### config.mk
export PLATFORM = sky130hd
export DESIGN_NAME = mac_sequencer_flat
export DESIGN_NICKNAME = d
export VERILOG_FILES = /design/src/rtl/mac_pkg.sv /design/src/rtl/mac_sequencer_if.sv /design/src/rtl/mac_addr_gen.sv /design/src/rtl/mac_sequencer.sv /design/src/flat_wrapper.sv
export SDC_FILE = /design/constraint.sdc
export NUM_CORES = 1
export LEC_CHECK = 0
export CAP_MARGIN = 20
export CORE_MARGIN = 10
export CORE_UTILIZATION = 45
export CTS_CLUSTER_DIAMETER = 30
export DETAILED_ROUTE_END_ITERATION = 12
export GPL_TIMING_DRIVEN = 0
export PLACE_DENSITY = 0.88
export SETUP_SLACK_MARGIN = 0.02
export SLEW_MARGIN = 25
export SYNTH_ARGS = -nofsm -noshare
export SYNTH_HDL_FRONTEND = slang
export SYNTH_SLANG_ARGS = --single-unit
### constraint.sdc
create_clock -name clk -period 7.5 [get_ports clk]
set_clock_uncertainty 0.15 [all_clocks]
set_input_delay 1.875 -clock clk [delete_from_list [all_inputs] [get_ports clk]]
set_output_delay 1.875 -clock clk [all_outputs]
set_load 0.01 [all_outputs]
### src/rtl/mac_pkg.sv
// Shared state encoding, layer codes and operation lengths for the MAC sequencer.
package mac_pkg;

   typedef enum logic [2:0] {
      ST_IDLE,
      ST_ISSUE,
      ST_DRAIN,
      ST_CAPTURE,
      ST_HOLD
   } state_e;

   localparam logic [1:0] LAYER_CONV0   = 2'd0;
   localparam logic [1:0] LAYER_CONV1   = 2'd1;
   localparam logic [1:0] LAYER_FC      = 2'd2;
   localparam logic [1:0] LAYER_ILLEGAL = 2'd3;

   localparam int IDX_W = 8;
   localparam logic [IDX_W-1:0] N_CONV = 8'd25;
   localparam logic [IDX_W-1:0] N_FC   = 8'd192;

   // Number of multiply-accumulate steps for a legal layer code.
   function automatic logic [IDX_W-1:0] op_length(input logic [1:0] layer);
      case (layer)
         LAYER_CONV0, LAYER_CONV1: return N_CONV;
         LAYER_FC:                 return N_FC;
         default:                  return '0;
      endcase
   endfunction

endpackage

### src/rtl/mac_sequencer_if.sv
// Request, memory, MAC and result-handshake signals of the MAC sequencer.
// Defining MAC_SEQ_BIAS_EN adds the signed 32-bit bias input.
interface mac_sequencer_if #(
   parameter int ACT_AW = 10,
   parameter int WGT_AW = 12
);
   logic                 start;
   logic [1:0]           layer;
   logic [ACT_AW-1:0]    act_base;
   logic [WGT_AW-1:0]    wgt_base;
   logic [ACT_AW-1:0]    act_addr;
   logic [WGT_AW-1:0]    wgt_addr;
   logic signed [15:0]   act_rdata;
   logic signed [15:0]   wgt_rdata;
   logic signed [15:0]   mac_a;
   logic signed [15:0]   mac_b;
   logic                 mac_enable;
   logic [1:0]           mac_layer;
   logic signed [31:0]   mac_out;
   logic signed [31:0]   result;
   logic                 result_valid;
   logic                 result_ready;
   logic                 busy;
   logic                 err;
`ifdef MAC_SEQ_BIAS_EN
   logic signed [31:0]   bias;
`endif

   modport slave (
      input  start, layer, act_base, wgt_base, act_rdata, wgt_rdata, mac_out, result_ready,
`ifdef MAC_SEQ_BIAS_EN
      input  bias,
`endif
      output act_addr, wgt_addr, mac_a, mac_b, mac_enable, mac_layer,
             result, result_valid, busy, err
   );

   modport master (
      output start, layer, act_base, wgt_base, act_rdata, wgt_rdata, mac_out, result_ready,
`ifdef MAC_SEQ_BIAS_EN
      output bias,
`endif
      input  act_addr, wgt_addr, mac_a, mac_b, mac_enable, mac_layer,
             result, result_valid, busy, err
   );

endinterface

### src/rtl/mac_addr_gen.sv
// Index counter and base+index address generator for activation and weight reads.
// Addresses are registered so they hold their last value between operations.
module mac_addr_gen
   import mac_pkg::*;
#(
   parameter int ACT_AW = 10,
   parameter int WGT_AW = 12
) (
   input  logic              clk,
   input  logic              reset,
   input  logic              load,
   input  logic              advance,
   input  logic [IDX_W-1:0]  length,
   input  logic [ACT_AW-1:0] act_base,
   input  logic [WGT_AW-1:0] wgt_base,
   output logic [ACT_AW-1:0] act_addr,
   output logic [WGT_AW-1:0] wgt_addr,
   output logic              last
);

   logic [IDX_W-1:0]  idx_q, idx_d;
   logic [IDX_W-1:0]  length_q, length_d;
   logic [ACT_AW-1:0] act_base_q, act_base_d;
   logic [WGT_AW-1:0] wgt_base_q, wgt_base_d;
   logic [ACT_AW-1:0] act_addr_q, act_addr_d;
   logic [WGT_AW-1:0] wgt_addr_q, wgt_addr_d;

   assign last     = (idx_q == length_q - 1'b1);
   assign act_addr = act_addr_q;
   assign wgt_addr = wgt_addr_q;

   // Sums are truncated to the address width, so reads wrap around memory.
   always_comb begin
      idx_d      = idx_q;
      length_d   = length_q;
      act_base_d = act_base_q;
      wgt_base_d = wgt_base_q;
      act_addr_d = act_addr_q;
      wgt_addr_d = wgt_addr_q;
      if (load) begin
         idx_d      = '0;
         length_d   = length;
         act_base_d = act_base;
         wgt_base_d = wgt_base;
         act_addr_d = act_base;
         wgt_addr_d = wgt_base;
      end else if (advance && !last) begin
         idx_d      = idx_q + 1'b1;
         act_addr_d = act_base_q + ACT_AW'(idx_d);
         wgt_addr_d = wgt_base_q + WGT_AW'(idx_d);
      end else if (advance) begin
         idx_d      = '0;
      end
   end

   always_ff @(posedge clk or posedge reset) begin
      if (reset) begin
         idx_q      <= '0;
         length_q   <= '0;
         act_base_q <= '0;
         wgt_base_q <= '0;
         act_addr_q <= '0;
         wgt_addr_q <= '0;
      end else begin
         idx_q      <= idx_d;
         length_q   <= length_d;
         act_base_q <= act_base_d;
         wgt_base_q <= wgt_base_d;
         act_addr_q <= act_addr_d;
         wgt_addr_q <= wgt_addr_d;
      end
   end

endmodule

### src/rtl/mac_sequencer.sv
// Sequences one dot product through an external MAC: issue reads, drain, capture, hold.
// Defining MAC_SEQ_BIAS_EN adds a signed bias to the captured result.
module mac_sequencer
   import mac_pkg::*;
#(
   parameter int ACT_AW = 10,
   parameter int WGT_AW = 12
) (
   input logic            clk,
   input logic            reset,
   mac_sequencer_if.slave bus
);

   state_e             state_q, state_d;
   logic               mac_enable_q, mac_enable_d;
   logic [1:0]         mac_layer_q, mac_layer_d;
   logic signed [31:0] result_q, result_d;
   logic               err_q, err_d;
   logic               accept;
   logic               illegal;
   logic               last;

   assign accept  = (state_q == ST_IDLE) && bus.start && (bus.layer != LAYER_ILLEGAL);
   assign illegal = (state_q == ST_IDLE) && bus.start && (bus.layer == LAYER_ILLEGAL);

   mac_addr_gen #(
      .ACT_AW (ACT_AW),
      .WGT_AW (WGT_AW)
   ) u_addr_gen (
      .clk      (clk),
      .reset    (reset),
      .load     (accept),
      .advance  (state_q == ST_ISSUE),
      .length   (op_length(bus.layer)),
      .act_base (bus.act_base),
      .wgt_base (bus.wgt_base),
      .act_addr (bus.act_addr),
      .wgt_addr (bus.wgt_addr),
      .last     (last)
   );

   always_ff @(posedge clk or posedge reset) begin
      if (reset) state_q <= ST_IDLE;
      else       state_q <= state_d;
   end

   always_comb begin
      state_d = state_q;
      unique case (state_q)
         ST_IDLE:    if (accept) state_d = ST_ISSUE;
         ST_ISSUE:   if (last) state_d = ST_DRAIN;
         ST_DRAIN:   state_d = ST_CAPTURE;
         ST_CAPTURE: state_d = ST_HOLD;
         ST_HOLD:    if (bus.result_ready) state_d = ST_IDLE;
         default:    state_d = ST_IDLE;
      endcase
   end

   // Read data lags its address by one cycle, so the enable lags the issue state.
   // The MAC clears itself on the capture edge, the same edge that samples mac_out.
   always_comb begin
      bus.busy         = (state_q != ST_IDLE);
      bus.result_valid = (state_q == ST_HOLD);
      mac_enable_d     = (state_q == ST_ISSUE);
      err_d            = illegal;
      mac_layer_d      = accept ? bus.layer : mac_layer_q;
      result_d         = result_q;
      if (state_q == ST_CAPTURE) begin
`ifdef MAC_SEQ_BIAS_EN
         result_d = bus.mac_out + bus.bias;
`else
         result_d = bus.mac_out;
`endif
      end
   end

   always_ff @(posedge clk or posedge reset) begin
      if (reset) begin
         mac_enable_q <= 1'b0;
         mac_layer_q  <= '0;
         result_q     <= '0;
         err_q        <= 1'b0;
      end else begin
         mac_enable_q <= mac_enable_d;
         mac_layer_q  <= mac_layer_d;
         result_q     <= result_d;
         err_q        <= err_d;
      end
   end

   assign bus.mac_a      = bus.act_rdata;
   assign bus.mac_b      = bus.wgt_rdata;
   assign bus.mac_enable = mac_enable_q;
   assign bus.mac_layer  = mac_layer_q;
   assign bus.result     = result_q;
   assign bus.err        = err_q;

endmodule

### src/flat_wrapper.sv
// flat-port wrapper written by rule: the top's interface ports become plain ports
module mac_sequencer_flat import mac_pkg::*;
#(
   parameter int ACT_AW = 10,
   parameter int WGT_AW = 12
)
  (clk, reset, bus_start, bus_layer, bus_act_base, bus_wgt_base, bus_act_rdata, bus_wgt_rdata, bus_mac_out, bus_result_ready, bus_act_addr, bus_wgt_addr, bus_mac_a, bus_mac_b, bus_mac_enable, bus_mac_layer, bus_result, bus_result_valid, bus_busy, bus_err);
  mac_sequencer_if #(.ACT_AW(ACT_AW), .WGT_AW(WGT_AW)) bus_i ();
  input logic clk;
  input logic reset;
  input wire logic [$bits(bus_i.start)-1:0] bus_start;
  input wire logic [$bits(bus_i.layer)-1:0] bus_layer;
  input wire logic [$bits(bus_i.act_base)-1:0] bus_act_base;
  input wire logic [$bits(bus_i.wgt_base)-1:0] bus_wgt_base;
  input wire logic [$bits(bus_i.act_rdata)-1:0] bus_act_rdata;
  input wire logic [$bits(bus_i.wgt_rdata)-1:0] bus_wgt_rdata;
  input wire logic [$bits(bus_i.mac_out)-1:0] bus_mac_out;
  input wire logic [$bits(bus_i.result_ready)-1:0] bus_result_ready;
  output wire logic [$bits(bus_i.act_addr)-1:0] bus_act_addr;
  output wire logic [$bits(bus_i.wgt_addr)-1:0] bus_wgt_addr;
  output wire logic [$bits(bus_i.mac_a)-1:0] bus_mac_a;
  output wire logic [$bits(bus_i.mac_b)-1:0] bus_mac_b;
  output wire logic [$bits(bus_i.mac_enable)-1:0] bus_mac_enable;
  output wire logic [$bits(bus_i.mac_layer)-1:0] bus_mac_layer;
  output wire logic [$bits(bus_i.result)-1:0] bus_result;
  output wire logic [$bits(bus_i.result_valid)-1:0] bus_result_valid;
  output wire logic [$bits(bus_i.busy)-1:0] bus_busy;
  output wire logic [$bits(bus_i.err)-1:0] bus_err;
  assign bus_i.start = bus_start;
  assign bus_i.layer = bus_layer;
  assign bus_i.act_base = bus_act_base;
  assign bus_i.wgt_base = bus_wgt_base;
  assign bus_i.act_rdata = bus_act_rdata;
  assign bus_i.wgt_rdata = bus_wgt_rdata;
  assign bus_i.mac_out = bus_mac_out;
  assign bus_i.result_ready = bus_result_ready;
  assign bus_act_addr = bus_i.act_addr;
  assign bus_wgt_addr = bus_i.wgt_addr;
  assign bus_mac_a = bus_i.mac_a;
  assign bus_mac_b = bus_i.mac_b;
  assign bus_mac_enable = bus_i.mac_enable;
  assign bus_mac_layer = bus_i.mac_layer;
  assign bus_result = bus_i.result;
  assign bus_result_valid = bus_i.result_valid;
  assign bus_busy = bus_i.busy;
  assign bus_err = bus_i.err;
  mac_sequencer #(.ACT_AW(ACT_AW), .WGT_AW(WGT_AW)) u_core (.clk(clk), .reset(reset), .bus(bus_i));
endmodule
==> results of run 1 <==
-- cells by family after synthesis --
logic type	Yosys count	share of synthesized area, %
and+or+nand+nor	139	12.3
buffers and inverters	66	8.78
AOI/OAI and AO/OA	99	12.8
xor gates and xnor gates	19	3.34
DFF	93	46.7
adders and majority gates	22	5.82
muxes	47	10.3
-- Yosys cell counts (2+ instances only) --
master / instances / area (µm²)
o211ai_1: 2 / 15.0
a22o_1: 5 / 43.8
clkbuf_1: 4 / 15.0
o21a_1: 2 / 15.0
buf_2: 10 / 50.1
nor2_1: 24 / 90.1
nand4_1: 2 / 12.5
a21o_1: 6 / 45.0
inv_1: 13 / 48.8
nand2_1: 81 / 304
a2bb2oi_1: 3 / 26.3
a211oi_1: 9 / 67.6
o21ai_0: 21 / 105
a211o_1: 3 / 26.3
nand3b_1: 3 / 22.5
ha_1: 20 / 250
a21oi_1: 22 / 110
mux2_2: 33 / 372
a31oi_1: 3 / 18.8
or3_1: 4 / 25.0
nand2b_1: 2 / 12.5
a221oi_1: 2 / 17.5
xnor2_1: 12 / 105
and3_1: 3 / 18.8
o22ai_1: 5 / 31.3
buf_6: 5 / 56.3
dfrtp_1: 93 / 2330
buf_4: 33 / 248
xor2_1: 7 / 61.3
mux2i_1: 14 / 140
nand3_1: 9 / 45.0
o21ai_1: 11 / 55.1
nor3_1: 2 / 10.0
fa_1: 2 / 40.0
-- path summary, 6_finish.rpt --
check	end	slack [ns]
max	bus_mac_b[1]	2.99
min	u_core.u_addr_gen.act_base_q[0]	0.34
max reg2reg	u_core.u_addr_gen.wgt_addr[9]	4.16
min reg2reg	u_core.u_addr_gen.act_base_q[0]	0.34
max in group asynchronous	u_core.u_addr_gen.act_addr[5]	4.91
min in group asynchronous	u_core.bus.result[17]	1.68
-- layer usage --
metal	up-vias	part of all wire, %	routed length (µm)	global-route usage (%)
met4	0	2.7	406	7.59
met1	2048	37	5510	20.6
met3	28	9.7	1440	6.42
li1	1974	-	-	-
met5	-	0	0	0
met2	214	51	7570	31.7
-- power breakdown --
| part | internal [mW] | switching [mW] | leakage (nW) |
|---|---|---|---|
| clock network | 0.223 | 0.193 | 0.116 |
| registers | 0.740 | 0.160 | 1.13 |
| logic | 0.769 | 0.725 | 1.92 |
-- flip-flops by register name, indices dropped and copies added, names as in the netlist --
register,count
u_core.state_q,3
u_core.bus.result,32
u_core.u_addr_gen.idx_q,8
u_core.u_addr_gen.act_addr,10
u_core.bus.mac_layer,2
u_core.u_addr_gen.wgt_addr,12
u_core.u_addr_gen.length_q,2
u_core.bus.err,1
u_core.u_addr_gen.wgt_base_q,12
u_core.bus.mac_enable,1
u_core.u_addr_gen.act_base_q,10
-- through the flow --
stage                     utilization [%]  hold WS (ns)
after floorplan                         -         0.298
after global placement               61.6         0.317
after detailed placement             61.9         0.318
after CTS                            64.1         0.341
after global routing                 64.1         0.369
final                                64.1         0.343
-- final cells by class --
| type | count | area, µm² |
|---|---|---|
| Clock buffer | 9 | 124 |
| Inverter | 13 | 53.8 |
| Timing Repair Buffer | 152 | 1540 |
| Sequential cell | 93 | 2330 |
| Clock inverter | 7 | 123 |
| Buffer | 53 | 389 |
| Tap cell | 140 | 175 |
| Multi-Input combinational cell | 326 | 2220 |
| Fill cell | 859 | 3890 |
==> results by group, run 1 <==
Run status
  • Run status: finished clean

STA
  • Final setup fails: 0
  • Fin crit period: roughly 4.5 ns
  • Setup TNS: 0 ns
  • Max Slew Vio Count: 0
  • RSZ-0062 raised after global routing: no
  • Least-Margin Pin Slew: 0.642 ns
  • Hold Violations, Final: 0
  • Final worst-path cycle share: 60.1%
  • Slew margin rel.: 56.9%
  • Post-route setup slack: roughly 3 ns
  • Fmax: ~0.22 GHz

Floorplan
  • Starting density of the core: between 40 and 50%
  • DIE AREA: approximately 0.016 mm²
  • I/O pin count: 184
  • Row cnt: 38
  • Core area: 0.0108 mm²
  • Die height: 125 µm
  • Die Width: 125 µm

Worst setup path
  • Worst Path Buf+Inv: 2
  • CP Max Fanout: 1
  • Reg-to-Reg Start: u_core.u_addr_gen.idx_q[0]
  • Critical path cell sequence: buf_4 -> clkdlybuf4s50_1
  • CP max-delay cell: clkdlybuf4s50_1
  • Reg2Reg Depth: 10
  • Critical path class: primary input to primary output
  • Worst Path Required: between 5 and 6 ns
  • Stages on the worst setup path: 2
  • CP delay by family, top: buffers and inverters
  • Worst setup path start: bus_wgt_rdata[1]
  • Setup crit start kind: primary input
  • Crit path arrival time: approximately 2.5 ns
  • Slowest stage delay, CP: ~0.53 ns
  • Nature of the critical path endpoint: primary output

CTS
  • Setup Buffers After CTS: 0
  • Max Buffers Root-to-Sink: 2
  • Hold bufs inserted after CTS: 0
  • CTS tree: yes
  • Post-CTS Resized: 0
  • Num CTS Buffers: 9
  • Clk slew on worst S/H paths: approximately 0.090 ns
  • Root buf cell: clkbuf_8
  • Clock Sinks: 93
  • Htree depth: 3
  • Worst-skew pair later-pin latency: between 0.3 and 0.4 ns

Yosys
  • Yosys reg bits: 93
  • Mapped Cells: slightly below 500
  • Syn Nets: between 500 and 600
  • YS warnings: 0
  • Avg Cell Area, Syn: between 10 and 15 µm²
  • EDFF count, synth: 0
  • Library cells used by synthesis: 49
  • Top_reg_cell synth: dfrtp_1
  • Synth async-reset ratio: 100%
  • Post-Syn Area: about 0.005 mm²
  • Sequential element share of the synthesized area: 46.7%

Pwr
  • Max VDD drop: 0.246 mV
  • Pwr Total: about 2.8 mW
  • Static Leak: roughly 3.2 nW
  • Power per standard cell area: just over 400 mW/mm²

Route
  • DR WL/cell: about 19 µm
  • Drt total wl: approximately 15,000 µm
  • Vias post-DR: around 4,300
  • Drt first pass iters: 5
  • Post-route DRC: 0
  • DR vias/cell: ~5.4
  • Post-DRT Antenna Nets: 0
  • DR iter-0 viols: 353

Placed design
  • Placed cell area: 0.00671 mm²
  • IO buf count: roughly 150
  • Placed insts: slightly below 800
  • DP Worst Slack: 2.98 ns
  • Final HPWL DP: ~11,000 µm
  • Placer Congestion: 0.904

Finish
  • Design Area, Final: around 0.0070 mm²
  • Commonest non-fill, non-tap cell in the layout: clkdlybuf4s50_1
  • Fin nets: around 760
  • Finished Layout Cells: between 700 and 800
  • N_diodes: 0
  • Share of cells above drive strength 1: 16.2%
  • Area delta synth->final: 39.4%
  • Most frequent cells in the layout: clkdlybuf4s50_1 (151), dfrtp_1 (93), nand2_1 (81), mux2_2 (33), buf_4 (33)

GRT
  • Vias in the first global route: approximately 4,500
  • GRT Residual Overflow: 0
  • Initial antenna violation count: 0
  • Largest net degree at the start of global routing: between 60 and 70
  • Total Routing Usage GR: a little under a fifth
  • First-pass GRT wire length: 23,700 µm

Min path
  • Class of the worst hold path: register to register
  • Hold Startpoint: u_core.u_addr_gen.act_base_q[0]
  • Hold Crit Depth: 2

Run
  • Max-capacitance violation count: 0
Power figures use the tool's default switching activity.
==> run 2, diff against run 1 <==
--- a/config.mk
+++ b/config.mk
@@ -7,11 +7,11 @@
 export LEC_CHECK = 0
 export CAP_MARGIN = 20
 export CORE_MARGIN = 10
-export CORE_UTILIZATION = 45
+export CORE_UTILIZATION = 41
 export CTS_CLUSTER_DIAMETER = 30
 export DETAILED_ROUTE_END_ITERATION = 12
 export GPL_TIMING_DRIVEN = 0
-export PLACE_DENSITY = 0.88
+export PLACE_DENSITY = 0.85
 export SETUP_SLACK_MARGIN = 0.02
 export SLEW_MARGIN = 25
 export SYNTH_ARGS = -nofsm -noshare
==> constraint.sdc (replaced) <==
create_clock -name clk -period 3.87 [get_ports clk]
set_clock_uncertainty 0.15 [all_clocks]
set_input_delay 0.9675 -clock clk [delete_from_list [all_inputs] [get_ports clk]]
set_output_delay 0.9675 -clock clk [all_outputs]
set_load 0.01 [all_outputs]
==> run 2 against run 1 <==
Worst setup slack lost 2.3 ns. Sequential cell count stayed put. First-iteration DRC count down 14%. Final cell count up 0.88%. Utilization shrank 5.7 points. Power rose by 94%. Design area grew 0.47%. Wire length shrank 3.1%. Clock power is 97% higher. Critical path depth grew 8. Register-to-register slack worse by 3.5 ns. Largest cell class unchanged. Largest power group unchanged.
==> results by group, run 2 (synthesized netlist as in run 1, its figures left out) <==
Run status
  • Run status: finished clean

Route
  • Post-DRT Antenna Nets: 0 (unchanged)
  • Vias post-DR: 4,194 (-1.6%)
  • Drt total wl: 14,500 µm (-3.1%)
  • DR iter-0 viols: 305 (-14%)
  • DR WL/cell: 18.1 µm (-4.0%)
  • Drt first pass iters: 5 (unchanged)
  • DR vias/cell: 5.24 (-2.5%)
  • Post-route DRC: 0 (unchanged)

Worst setup path
  • Critical path class: register to register
  • Nature of the critical path endpoint: register
  • Crit path arrival time: 3.23 ns (+0.75 ns)
  • Reg2Reg Depth: 10 (unchanged)
  • Worst Path Required: 3.94 ns (-1.54 ns)
  • CP Max Fanout: 7 (+6)
  • Setup crit start kind: register

Placed design
  • IO buf count: 151 (unchanged)
  • Placer Congestion: 0.949 (+5.1%)
  • Placed insts: 784 (+0.90%)
  • Final HPWL DP: 11,300 µm (-1.1%)

STA
  • Least-Margin Pin Slew: 0.557 ns (-0.0853 ns)
  • RSZ-0062 raised after global routing: no
  • Final worst-path cycle share: 81.7%
  • Final setup fails: 0 (unchanged)
  • Fmax: ~0.32 GHz
  • Max Slew Vio Count: 0 (unchanged)
  • Hold Slack: 0.342 ns (-0.00124 ns)
  • Hold Violations, Final: 0 (unchanged)
  • Fin crit period: 3.16 ns
  • Slew margin rel.: 62.9% (+6.0 points)

CTS
  • Hold bufs inserted after CTS: 0 (unchanged)
  • Clock Sinks: 93 (unchanged)
  • Num CTS Buffers: 9 (unchanged)
  • Max Buffers Root-to-Sink: 2 (unchanged)
  • CTS tree: yes
  • Root buf cell: clkbuf_16
  • Clk slew on worst S/H paths: 0.06 ns (-0.03 ns)
  • Htree depth: 3 (unchanged)
  • Worst-skew pair later-pin latency: 0.34 ns (-0.04 ns)
  • Post-CTS Resized: 0 (unchanged)
  • Setup Buffers After CTS: 0 (unchanged)

Pwr
  • Power per standard cell area: 781 mW/mm² (+93%)
  • Pwr Total: 5.46 mW (+94%)
  • Max VDD drop: 0.290 mV (+18%)
  • Static Leak: 3.17 nW (+0.31%)

GRT
  • Initial antenna violation count: 0 (unchanged)
  • Vias in the first global route: 4,495 (+0.022%)
  • Largest net degree at the start of global routing: 76 (+19%)
  • First-pass GRT wire length: 22,700 µm (-4.0%)
  • GRT Residual Overflow: 0 (unchanged)
  • Total Routing Usage GR: 16.6% (-1.9 points)

Min path
  • Class of the worst hold path: register to register
  • Hold Crit Depth: 2 (unchanged)

Finish
  • Finished Layout Cells: 800 (+0.88%)
  • N_diodes: 0 (unchanged)
  • Fill count: 1,014 (+18%)
  • Fin nets: 762 (unchanged)
  • Area delta synth->final: 40.1%
  • Share of cells above drive strength 1: 15.9% (-0.31 points)
  • Number of flip-flops in the largest register: 32 (unchanged)
  • Commonest non-fill, non-tap cell in the layout: clkdlybuf4s50_1
  • Most frequent cells in the layout: clkdlybuf4s50_1 (151), dfrtp_1 (93), nand2_1 (81), mux2_2 (33), buf_4 (33)

Floorplan
  • I/O pin count: 184 (unchanged)
  • Starting density of the core: 41.7% (-4.3 points)
  • Core area: 0.0120 mm² (+10%)
  • Die Width: 130 µm (+4.0%)
  • DIE AREA: 0.0170 mm² (+8.2%)
  • Die height: 130 µm (+4.0%)
  • Row cnt: 40 (+5.3%)

Run
  • Max-capacitance violation count: 0 (unchanged)
[run 2: changes by cell type in the layout (fill, tap and decap cells not counted)]
cell / change
clkinv_4: +1
clkbuf_8: -9
bufinv_16: -3
clkbuf_16: +9
inv_6: -1
clkbuf_1: +2
clkinv_2: +1
[run 2: metrics by stage]
stage	util, %	setup slack, ns	cell area [µm²]	setup TNS, ns
2_1_floorplan	-	0.332	4990	0
3_3_place_gp	55.9	-1.04	6680	-95.72
3_5_place_dp	56.1	0.745	6720	0
4_1_cts	58.4	0.712	6990	0
5_1_grt	58.4	0.436	6990	0
6_report	58.4	0.707	6990	0
[run 2: final cells by class]
cell class / count / area, µm² / share of cell area, %
Sequential cell: 93 / 2330 / 33.3
Multi-Input combinational cell: 326 / 2220 / 31.8
Timing Repair Buffer: 152 / 1540 / 22.0
Buffer: 53 / 389 / 5.57
Clock buffer: 11 / 233 / 3.33
Tap cell: 147 / 184 / 2.63
Inverter: 13 / 53.8 / 0.770
Clock inverter: 5 / 37.5 / 0.537
[run 2: metal layers]
layer	up-vias	share of wire, %	global-route usage, %
met2	157	50	27.9
met5	-	0	0
met3	27	8.4	4.18
met1	2037	40	19.8
met4	0	1.9	6.75
li1	1973	-	-
[run 2: report_power, final]
| group | internal (mW) | total (mW) | switching, mW |
|---|---|---|---|
| combinational | 1.50 | 2.89 | 1.39 |
| clock | 0.437 | 0.820 | 0.382 |
| sequential | 1.44 | 1.75 | 0.311 |
| total | 3.37 | 5.46 | 2.08 |
[run 2: final timing paths]
| check | start | endpoint | slack, ns |
|---|---|---|---|
| worst min-delay path | u_core.u_addr_gen.wgt_base_q[0] | u_core.u_addr_gen.wgt_base_q[0] | 0.34 |
| max in group asynchronous | reset | u_core.u_addr_gen.wgt_base_q[3] | 2.14 |
| min in group asynchronous | reset | u_core.bus.result[23] | 0.78 |
| worst min register to register | u_core.u_addr_gen.wgt_base_q[0] | u_core.u_addr_gen.wgt_base_q[0] | 0.34 |
| worst max-delay path | u_core.u_addr_gen.idx_q[1] | u_core.u_addr_gen.wgt_addr[8] | 0.71 |
| worst max register to register | u_core.u_addr_gen.idx_q[1] | u_core.u_addr_gen.wgt_addr[8] | 0.71 |
[run 2: critical path, cell delays in order, from the launching register on]
cell and delay, ns:
dfrtp_1 0.44, ha_1 0.31, nand3_1 0.12, xnor2_1 0.32, ha_1 0.30, clkbuf_1 0.19
a21o_1 0.21, a221oi_1 0.52, a21oi_1 0.19, mux2i_1 0.22, a21oi_1 0.09
==> run 3, diff against run 2 <==
==> constraint.sdc (replaced) <==
create_clock -name clk -period 2.9 [get_ports clk]
set_clock_uncertainty 0.15 [all_clocks]
set_input_delay 0.725 -clock clk [delete_from_list [all_inputs] [get_ports clk]]
set_output_delay 0.725 -clock clk [all_outputs]
set_load 0.01 [all_outputs]
==> run 3 against run 2 <==
Worst setup slack got worse by 0.62 ns. Non-clock buffer count grew 11. Combinational power increased by 37%. First-iteration DRC count fell by 18%. Fmax is 12% higher. Die area unchanged. Sequential cell count is the same. Critical endpoint is now u_core.u_addr_gen.wgt_addr[10].
==> results by group, run 3 (synthesized netlist as in run 1, its figures left out) <==
CTS
  • Root buf cell: clkbuf_16
  • Worst-skew pair later-pin latency: 0.35 ns (about the same)
  • Max Buffers Root-to-Sink: 2 (unchanged)
  • CTS tree: yes
  • Clock Sinks: 93 (unchanged)
  • Clk slew on worst S/H paths: 0.07 ns (about the same)
  • Htree depth: 3 (unchanged)
  • Num CTS Buffers: 9 (unchanged)

GRT
  • Initial antenna violation count: 0 (unchanged)
  • Vias in the first global route: 4,638 (+3.2%)
  • First-pass GRT wire length: 23,200 µm (+2.2%)
  • Largest net degree at the start of global routing: 32 (-58%)
  • GRT Residual Overflow: 0 (unchanged)
  • Total Routing Usage GR: 17.2% (+0.61 points)

Route
  • Vias post-DR: 4,325 (+3.1%)
  • Drt first pass iters: 5 (unchanged)
  • Post-DRT Antenna Nets: 0 (unchanged)
  • DR WL/cell: 18.7 µm (+3.5%)
  • Post-route DRC: 0 (unchanged)
  • Drt total wl: 15,200 µm (+5.0%)
  • DR iter-0 viols: 251 (-18%)
  • DR vias/cell: 5.33 (+1.7%)

Pwr
  • P_int: 4.75 mW (+41%)
  • Max VDD drop: 0.423 mV (+46%)
  • Sw frac: 37.6% (-0.58 points)
  • Pwr Total: 7.61 mW (+39%)
  • Power per standard cell area: 1050 mW/mm² (+35%)
  • Comb power frac: 52.1% (-0.8 points)
  • Sw power: 2.86 mW (+37%)
  • Static Leak: 3.28 nW (+3.2%)
  • Clk network pwr share: 17.0% (+2.0 points)
  • Sequential share of power: 31.0% (-1.0 points)

Finish
  • Design Area, Final: 0.00722 mm² (+3.4%)
  • Number of flip-flops in the largest register: 32 (unchanged)
  • Final Util: 60.4% (+2.0 points)
  • Share of cells above drive strength 1: 19.6% (+3.7 points)
  • Area delta synth->final: 44.9%
  • Commonest non-fill, non-tap cell in the layout: clkdlybuf4s50_1
  • Fin nets: 773 (+1.4%)
  • N_diodes: 0 (unchanged)
  • Most frequent cells in the layout: clkdlybuf4s50_1 (151), dfrtp_1 (90), nand2_1 (81), buf_4 (42), mux2_2 (33)

Placed design
  • IO buf count: 151 (unchanged)
  • Placed cell area: 0.00675 mm² (+0.58%)
  • Placer Congestion: 0.921 (-2.9%)
  • Final HPWL DP: 11,600 µm (+3.1%)

Worst setup path
  • CP Max Fanout: 7 (unchanged)
  • Crit path arrival time: 2.89 ns (-0.34 ns)
  • Setup crit start kind: register
  • Nature of the critical path endpoint: register
  • Worst Path Required: 2.98 ns (-0.96 ns)
  • Critical path class: register to register

Floorplan
  • Core area: 0.0120 mm² (unchanged)
  • DIE AREA: 0.0170 mm² (unchanged)
  • Die height: 130 µm (unchanged)
  • I/O pin count: 184 (unchanged)
  • Row cnt: 40 (unchanged)
  • Die Width: 130 µm (unchanged)
  • Starting density of the core: 41.7% (unchanged)

STA
  • Least-Margin Pin Slew: 0.553 ns (-0.00404 ns)
  • Hold Slack: 0.328 ns (-0.0136 ns)
  • RSZ-0062 raised after global routing: yes
  • Hold Violations, Final: 0 (unchanged)
  • Final setup fails: 0 (unchanged)
  • Fin crit period: 2.82 ns (-0.346 ns)
  • Fmax: 0.355 GHz (+12%)
  • Slew margin rel.: 63.0% (+0.13 points)
  • Final worst-path cycle share: 97.2% (+15 points)
  • Setup TNS: 0 ns (unchanged)
  • Max Slew Vio Count: 0 (unchanged)

Min path
  • Class of the worst hold path: register to register

Run
  • Max-capacitance violation count: 0 (unchanged)

Run status
  • Run status: finished clean
==> run 3: repair_timing <==
action | 4_1_cts | 5_1_grt
pin swaps | 2 | 5
hold buffers | 0 | 0
setup buffers | 4 | 5
gates resized for setup | 9 | 6
endpoints found under the setup margin | 6 | 8
==> run 3: through the flow <==
stage | instances | worst slack [ns]
2_1_floorplan | 485 | 0.205
3_3_place_gp | 783 | -0.185
3_5_place_dp | 786 | -0.320
4_1_cts | 806 | -0.00181
5_1_grt | 811 | -0.00968
6_report | 811 | 0.0826
==> run 3: power by group through the flow <==
stage	clock (mW)	sequential [mW]	combinational (mW)
finish	1.29	2.36	3.96
global route	1.36	2.42	4.31
CTS	1.31	2.35	3.94
detailed placement	0	2.36	3.86
global placement	0	2.30	3.73
floorplan	0	2.46	2.09
==> run 3: cell type report <==
class	count	area, µm²
fillers	946	4740
flip-flops and latches	93	2330
multi-input cells	326	2300
repair buffers	163	1650
plain buffers	53	389
clock buffers	10	239
well taps	147	184
clock inverters	6	86.3
inverters	13	52.6
==> run 3: layer usage <==
metal	wire length (µm)	vias up	share of wire, %	global-route usage, %
met5	0	-	0	0
met3	1350	29	8.9	4.99
met2	7690	177	51	29.9
met1	5770	2109	38	19.3
met4	362	0	2.4	7.08
li1	-	2010	-	-
==> run 3: final timing paths <==
kind,cells past startpoint,slack [ns],endpoint,startpoint
max,10,0.08,u_core.u_addr_gen.wgt_addr[10],u_core.u_addr_gen.idx_q[1]
min,2,0.33,u_core.u_addr_gen.act_base_q[0],u_core.u_addr_gen.act_base_q[0]
max reg2reg,10,0.08,u_core.u_addr_gen.wgt_addr[10],u_core.u_addr_gen.idx_q[1]
min reg2reg,2,0.33,u_core.u_addr_gen.act_base_q[0],u_core.u_addr_gen.act_base_q[0]
max in group asynchronous,3,1.52,u_core.u_addr_gen.act_addr[5],reset
min in group asynchronous,2,0.59,u_core.bus.result[18],reset
==> run 3: critical path: stages (launching register included) <==
cell and delay [ns]:
dfrtp_2 0.44, ha_4 0.19, nand3_1 0.13, xnor2_2 0.27, ha_1 0.27, clkbuf_1 0.20, a21o_1 0.25, a221oi_4 0.36
a211oi_2 0.15, mux2i_1 0.19, nand3_1 0.10
